**src/rtl/sync_fifo.sv**
```systemverilog
// Single-clock FIFO over a register-file memory with registered read.
// Tracks occupancy and raises full/empty, almost flags and error pulses.
module sync_fifo #(
    parameter int DATA_WIDTH    = 8,
    parameter int ADDR_WIDTH    = 4,
    parameter int AFULL_THRESH  = 2**ADDR_WIDTH-2,
    parameter int AEMPTY_THRESH = 2
) (
    input  logic                  clk,
    input  logic                  rst,
    input  logic                  wen,
    input  logic [DATA_WIDTH-1:0] wdata,
    input  logic                  ren,
    output logic [DATA_WIDTH-1:0] rdata,
    output logic                  rvalid,
    output logic                  full,
    output logic                  empty,
    output logic                  almost_full,
    output logic                  almost_empty,
    output logic [ADDR_WIDTH:0]   count,
    output logic                  overflow,
    output logic                  underflow
);

    localparam int DEPTH = 2**ADDR_WIDTH;
    localparam logic [ADDR_WIDTH:0] DEPTH_C = (ADDR_WIDTH+1)'(DEPTH);
    localparam logic [ADDR_WIDTH:0] AF_C    = (ADDR_WIDTH+1)'(AFULL_THRESH);
    localparam logic [ADDR_WIDTH:0] AE_C    = (ADDR_WIDTH+1)'(AEMPTY_THRESH);
    localparam logic [ADDR_WIDTH:0] ONE_C   = (ADDR_WIDTH+1)'(1);

    logic [DATA_WIDTH-1:0] mem [DEPTH];
    logic [ADDR_WIDTH-1:0] wptr;
    logic [ADDR_WIDTH-1:0] rptr;
    logic                  rd_acc;
    logic                  wr_acc;

    // Flags decode only the registered count; no input-to-flag path.
    assign full         = (count == DEPTH_C);
    assign empty        = (count == '0);
    assign almost_full  = (count >= AF_C);
    assign almost_empty = (count <= AE_C);

    // A read at full frees a slot, so the paired write is accepted.
    assign rd_acc = ren & ~empty;
    assign wr_acc = wen & (~full | ren);

    always_ff @(posedge clk) begin
        if (wr_acc && !rst) begin
            mem[wptr] <= wdata;
        end
    end

    always_ff @(posedge clk or posedge rst) begin
        if (rst) begin
            wptr <= '0;
            rptr <= '0;
        end else begin
            if (wr_acc) begin
                wptr <= wptr + 1'b1;
            end
            if (rd_acc) begin
                rptr <= rptr + 1'b1;
            end
        end
    end

    // Read-before-write at full: the old word is sampled before update.
    always_ff @(posedge clk or posedge rst) begin
        if (rst) begin
            rdata  <= '0;
            rvalid <= 1'b0;
        end else begin
            rvalid <= rd_acc;
            if (rd_acc) begin
                rdata <= mem[rptr];
            end
        end
    end

    always_ff @(posedge clk or posedge rst) begin
        if (rst) begin
            count <= '0;
        end else if (wr_acc && !rd_acc) begin
            count <= count + ONE_C;
        end else if (rd_acc && !wr_acc) begin
            count <= count - ONE_C;
        end
    end

    always_ff @(posedge clk or posedge rst) begin
        if (rst) begin
            overflow  <= 1'b0;
            underflow <= 1'b0;
        end else begin
            overflow  <= wen & ~wr_acc;
            underflow <= ren & empty;
        end
    end

endmodule

```
**config.mk**
```make
export PLATFORM = sky130hd
export DESIGN_NAME = sync_fifo
export DESIGN_NICKNAME = d
export VERILOG_FILES = /design/src/rtl/sync_fifo.sv
export SDC_FILE = /design/constraint.sdc
export NUM_CORES = 1
export LEC_CHECK = 0
export BUFFER_PORTS_ARGS = -buffer_cell sky130_fd_sc_hd__clkbuf_2
export CAP_MARGIN = 25
export CELL_PAD_IN_SITES_DETAIL_PLACEMENT = 0
export CELL_PAD_IN_SITES_GLOBAL_PLACEMENT = 1
export CORE_MARGIN = 10
export CORE_UTILIZATION = 53
export DETAILED_ROUTE_END_ITERATION = 12
export PLACE_DENSITY_LB_ADDON = 0.1
export SYNTH_ARGS = -nofsm -noshare
export SYNTH_HDL_FRONTEND = slang
export SYNTH_SLANG_ARGS = --single-unit
```
**constraint.sdc**
```tcl
create_clock -name clk -period 3.6 [get_ports clk]
set_input_delay 0.54 -clock clk [delete_from_list [all_inputs] [get_ports clk]]
set_output_delay 0.54 -clock clk [all_outputs]
set_load 0.03 [all_outputs]
```
Word-level counts from Yosys, hierarchy flattened
Memories as Yosys holds them, arrays and structs flattened. A register that Yosys moved wholly into a read port is not among the register bits.
Cells that the tools add are included.
- register bits after elaboration: 16
- bits in writable memories: 128
- input port bits: 12
- output and inout bits: 20
- word-level logic and storage cells: 34
- memories kept: 1
- add/subtract/negate cells: 4
- order comparisons: 2
- equality and inequality tests: 1
- muxes and demuxes: 4
- bitwise logic cells: 8
- reduce and logical (&&, ||, !) cells: 8
- memories (name ; words ; width ; rd ports ; clocked after memory_dff ; wr ports ; line ; text):
    mem ; 16 ; 8 ; 1 ; 1 ; 1 ; 31 ; logic [DATA_WIDTH-1:0] mem [DEPTH];
- operator list (kind ; count):
    $mux W5 ; 2
    $add A4 B1 Y4 const B ; 2
    $add A5 B1 Y5 const B ; 1
    $eq A5 B5 Y1 const B ; 1
    $ge A5 B4 Y1 const B ; 1
    $le A5 B2 Y1 const B ; 1
    $logic_not A5 Y1 ; 1
    $sub A5 B1 Y5 const B ; 1
    $and A1 B1 Y1 ; 4
    $logic_and A1 B1 Y1 ; 3
    $logic_not A1 Y1 ; 3
    $not A1 Y1 ; 3
    $mux W1 ; 2
    $reduce_bool A2 Y1 ; 1
    $or A1 B1 Y1 ; 1

Depth between registers and ports, before layout
- depth after elaboration: 8
- mapped depth: 12
- mapped depth without buffers: 10

Worst setup path before layout
Ideal clock, no wire load.
- path type: register to register
- start: reg count[1]
- end: reg count[4]
- setup time: 141 ps
- arrival: 2847 ps
- data required time: 3459 ps
- slack: 612 ps
- cell stages (with the launch flop): 13
- buffers on the path: 2
- clock period less this slack: 2988 ps
- cell sequence: dfrtp_1 -> or3_1 -> buf_2 -> o31a_1 -> buf_2 -> inv_1 -> ha_1 -> inv_1 -> fa_1 -> a21o_1 -> a21oi_1 -> mux2i_1 -> xnor2_1
- elaborated cells between the ends (all ways): 16
- those cells by class: add/sub: 2; eq/ne: 1; mux: 2; bitwise: 5; reduce/logical: 6
- RTL lines (element ; line ; text):
    from (decl) ; 20 ; output logic [ADDR_WIDTH:0] count,
    from (signal assigned) ; 84 ; count <= count + ONE_C;
    from (signal assigned) ; 86 ; count <= count - ONE_C;
    $logic_not A5 Y1 * ; 39 ; assign empty = (count == '0);
    $not A1 Y1 * ; 44 ; assign rd_acc = ren & ~empty;
    $and A1 B1 Y1 * ; 44 ;
    named net rd_acc ; 34 ; logic rd_acc;
    $logic_not A1 Y1 ; 83 ; end else if (wr_acc && !rd_acc) begin
    $logic_and A1 B1 Y1 ; 83 ;
    $mux W5 / $reduce_bool A2 Y1 (equally long branches) ; n/a ;
Mark *: on every way through the listed nets, which the timed path passes. The rest lies on a longest branch. The select of a mux whose other input is x is not followed.
A chain may end at the register's enable or synchronous reset.

Worst setup path after layout
- start: reg count[1]
- end: reg count[4]
- longest elaborated chain between the ends: 7
- elaborated cells between the ends (all ways): 16
- those cells by class: add/sub: 2; eq/ne: 1; mux: 2; bitwise: 5; reduce/logical: 6
- RTL lines (element):
    parallel branches: the longest is 7 deep, another holds $sub A5 B1 Y5
Several ways; the timed one is not identified. The select of a mux whose other input is x is not followed.

==> impl_metrics.toml <==
[setup_path]
crit_family = "compound AO/OA/AOI/OAI gates"
path_cells = "or3_1, o31a_1, ha_1, inv_1, ha_1, a21o_1, a21oi_1, mux2i_1, xnor2_1"
crit_slowest_cell = "or3_1"
cp_num_buf_inv = 1
cp.arrival_ns = 3.25
startpoint_type = "flip-flop"
worst_setup_path_end_kind = "flip-flop"
worst_ep_required_time_ns = 3.95
critical-path-max-stage-delay_ns = 0.52
timing_worst_setup_path_type = "reg2reg"
r2r-end = "count[4]$_DFFE_PP0P_"
timing.rr.start = "count[1]$_DFFE_PP0P_"
reg2reg_depth = 9
crit_top_cell = "ha_1"
rrSetupSlack_ns = 0.70
crit_fanout = 9

[layout]
antenna_cells = 0
fin_nets = 382
drive_above_1_share_pct = 28.42
syn_to_final_growth_pct = 14.59

[drt]
via_count = 2973
met1Wirelength_um = 5495
wl_met3_um = 770
drt_iter0_markers = 299
drc = 0
wirelength_um = 11880
via_per_inst = 5.762
ant_nets = 0
first_pass_iters = 4
wire_per_inst_um = 23.02
highest_layer = "met4"
wl_met2_um = 5454

[grt]
antenna_found_initial = 0
grt_start_max_net_pins = 27
grt_overflow_total = 0
grt_pass1_wl_um = 18550
grt_usage_pct = 15.63
grt_pass1_vias = 3085

[yosys]
yosysWarnings = 0
yosysMostFrequentCell = "edfxtp_1"
async_flop_share_pct = 15.79
syn_nets = 338
ys_types = 36
synth_top_area_share_pct = 62.67
synthAdderAreaFrac_pct = 2.162
yosys.area_share.simple_pct = 3.101
synth_compound_area_share_pct = 3.937
syn_area_um2 = 6133
syn_inst = 316
synth-xor-area-share_pct = 1.428
netlist_top_cells_count = "128 x edfxtp_1, 24 x dfrtp_1, 21 x nor2_1"
muxShareOfSynthArea_pct = 14.67
synth-seq-cells = 152
synthTopCellsByArea = "edfxtp_1 63%, dfrtp_1 9.8%, mux4_1 6.4%, mux4_2 6.2%, ha_1 1.8%"
synth-edff-count = 128
yosysSeqAreaShare_pct = 72.46
synth_top_family_by_area = "multiplexers"
syn_area_per_cell_um2 = 19.41
synth_top_area_cell = "edfxtp_1"
ys.flop_type = "edfxtp_1"

[clock_network]
cts_tree = "built"
numCtsBuffers = 17
insertion_delay_ns = 0.43
clk_pin_slew_ns = 0.06
cts.sinks = 152
post_cts_resized = 0
holdBufCountCts = 0
cts_setup_buffers = 0
cts_root_buffer = "clkbuf_16"
htreeDepth = 4
clockBufferDepth = 2

[placed_design]
dp_hpwl_um = 7609
routabilityCongestion = 0.7341
preCtsSetupSlack_ns = 0.7205
io_buffers = 31

[timing]
fin_crit_ns = 2.901
hold_viol = 0
tns_ns = 0
drv_slew = 0
fin_crit_sh_pct = 80.59
setup_ws_ns = 0.6988
slew_headroom_pct = 38.07
rsz0062_at_grt = "false"
clock_skew_ns = 0.006618
finalSetupViolations = 0
fmaxAchievable_mhz = 344.7
tightest_slew_ns = 0.9255

[pwr]
ir_worst_vdd_uv = 678.6
p_leak_nw = 2.463
power_density_nw_per_um2 = 812.4

[status]
outcome = "finished clean"

[die]
die_w_um = 127.6
pin_count = 32
die-area_um2 = 16280
rows = 39
die_y_um = 127.6
core_um2 = 11370
start_util_pct = 53.95

[worst_hold_path]
min_path_type = "in2async"

[flow_run]
drv_cap = 0
==> cells by family (layout without fill, tap and decap cells) <==
| group | Yosys count | count (layout) |
|---|---|---|
| flops | 152 | 152 |
| compound gates | 36 | 36 |
| buf+inv | 23 | 80 |
| fa+ha+maj | 10 | 10 |
| xor+xnor | 10 | 10 |
| mux | 43 | 43 |
| simple gates | 42 | 42 |
==> per-layer routing <==
metal  vias up  global-route usage, %
met2        85                  21.67
met4         0                  6.026
met5         -                      0
li1       1372                      -
met3        14                  5.749
met1      1502                  22.00
==> final cells by class <==
class	count	area [um2]
timing repair buffer	42	237.7
sequential	152	4446
clock buffer	17	425.4
multi-input combinational	141	1551
inverter	6	22.52
tap	143	178.9
fill	807	4342
clock inverter	15	166.4
==> per-stage QoR <==
step	hold WS [ns]	util, %	power [mW]	area, um2	cells
floorplan	0.5003	-	3.577	6133	316
global placement	0.5307	56.61	3.992	6436	484
detailed placement	0.5416	56.61	4.014	6436	484
CTS	0.2062	61.81	5.783	7028	516
global route	0.2375	61.81	6.006	7028	516
finish	0.2081	61.81	5.709	7028	516
==> worst register-to-register path: cells and delay by family, from the launching register on <==
kind / cells / cell delay (ns)
flip-flops: 1 / 0.45
multiplexers: 1 / 0.23
AO/OA/AOI/OAI: 3 / 0.79
AND/OR/NAND/NOR: 1 / 0.52
adder cells (fa/ha/maj): 2 / 0.55
buffers and inverters: 1 / 0.15
XOR/XNOR: 1 / 0.13
==> flip-flops by register name, summed over array words and instances, names as in the netlist <==
name,flops
wptr,4
overflow,1
rdata,8
mem,128
count,5
rptr,4
underflow,1
rvalid,1
==> placed cells by master, fill, tap and decap left out, drive strengths merged <==
master,instances
a2111oi,1
a21o,2
a21oi,10
a31o,1
and2,1
buf,11
bufinv,2
clkbuf,48
clkinv,2
clkinvlp,5
dfrtp,24
edfxtp,128
fa,1
ha,9
inv,12
mux2,10
mux2i,1
mux4,32
nand2,10
nand2b,2
nand3,1
nand4,2
nor2,21
nor3,1
nor4,1
o21ai,3
o22ai,16
o311ai,1
o31a,2
or2,1
or3,2
xnor2,8
xor2,2
==> how the worst max path moves through the flow <==
| stage | from | slack [ns] | endpoint | cells past startpoint |
|---|---|---|---|---|
| 6_report | count[1]$_DFFE_PP0P_ | 0.70 | count[4]$_DFFE_PP0P_ | 9 |
| 4_1_cts | count[1]$_DFFE_PP0P_ | 0.70 | count[4]$_DFFE_PP0P_ | 9 |
| 5_1_grt | count[1]$_DFFE_PP0P_ | 0.47 | count[4]$_DFFE_PP0P_ | 9 |
| 3_3_place_gp | count[1]$_DFFE_PP0P_ | 0.76 | count[4]$_DFFE_PP0P_ | 9 |
| 2_1_floorplan | count[1]$_DFFE_PP0P_ | 0.61 | count[4]$_DFFE_PP0P_ | 12 |
| 3_5_place_dp | count[1]$_DFFE_PP0P_ | 0.72 | count[4]$_DFFE_PP0P_ | 9 |
==> power by group <==
part	switching, mW	internal, mW
Sequential	0.283	2.12
Combinational	0.833	0.718
Clock	0.724	1.03
No activity file was read; power rests on OpenSTA's default activity.
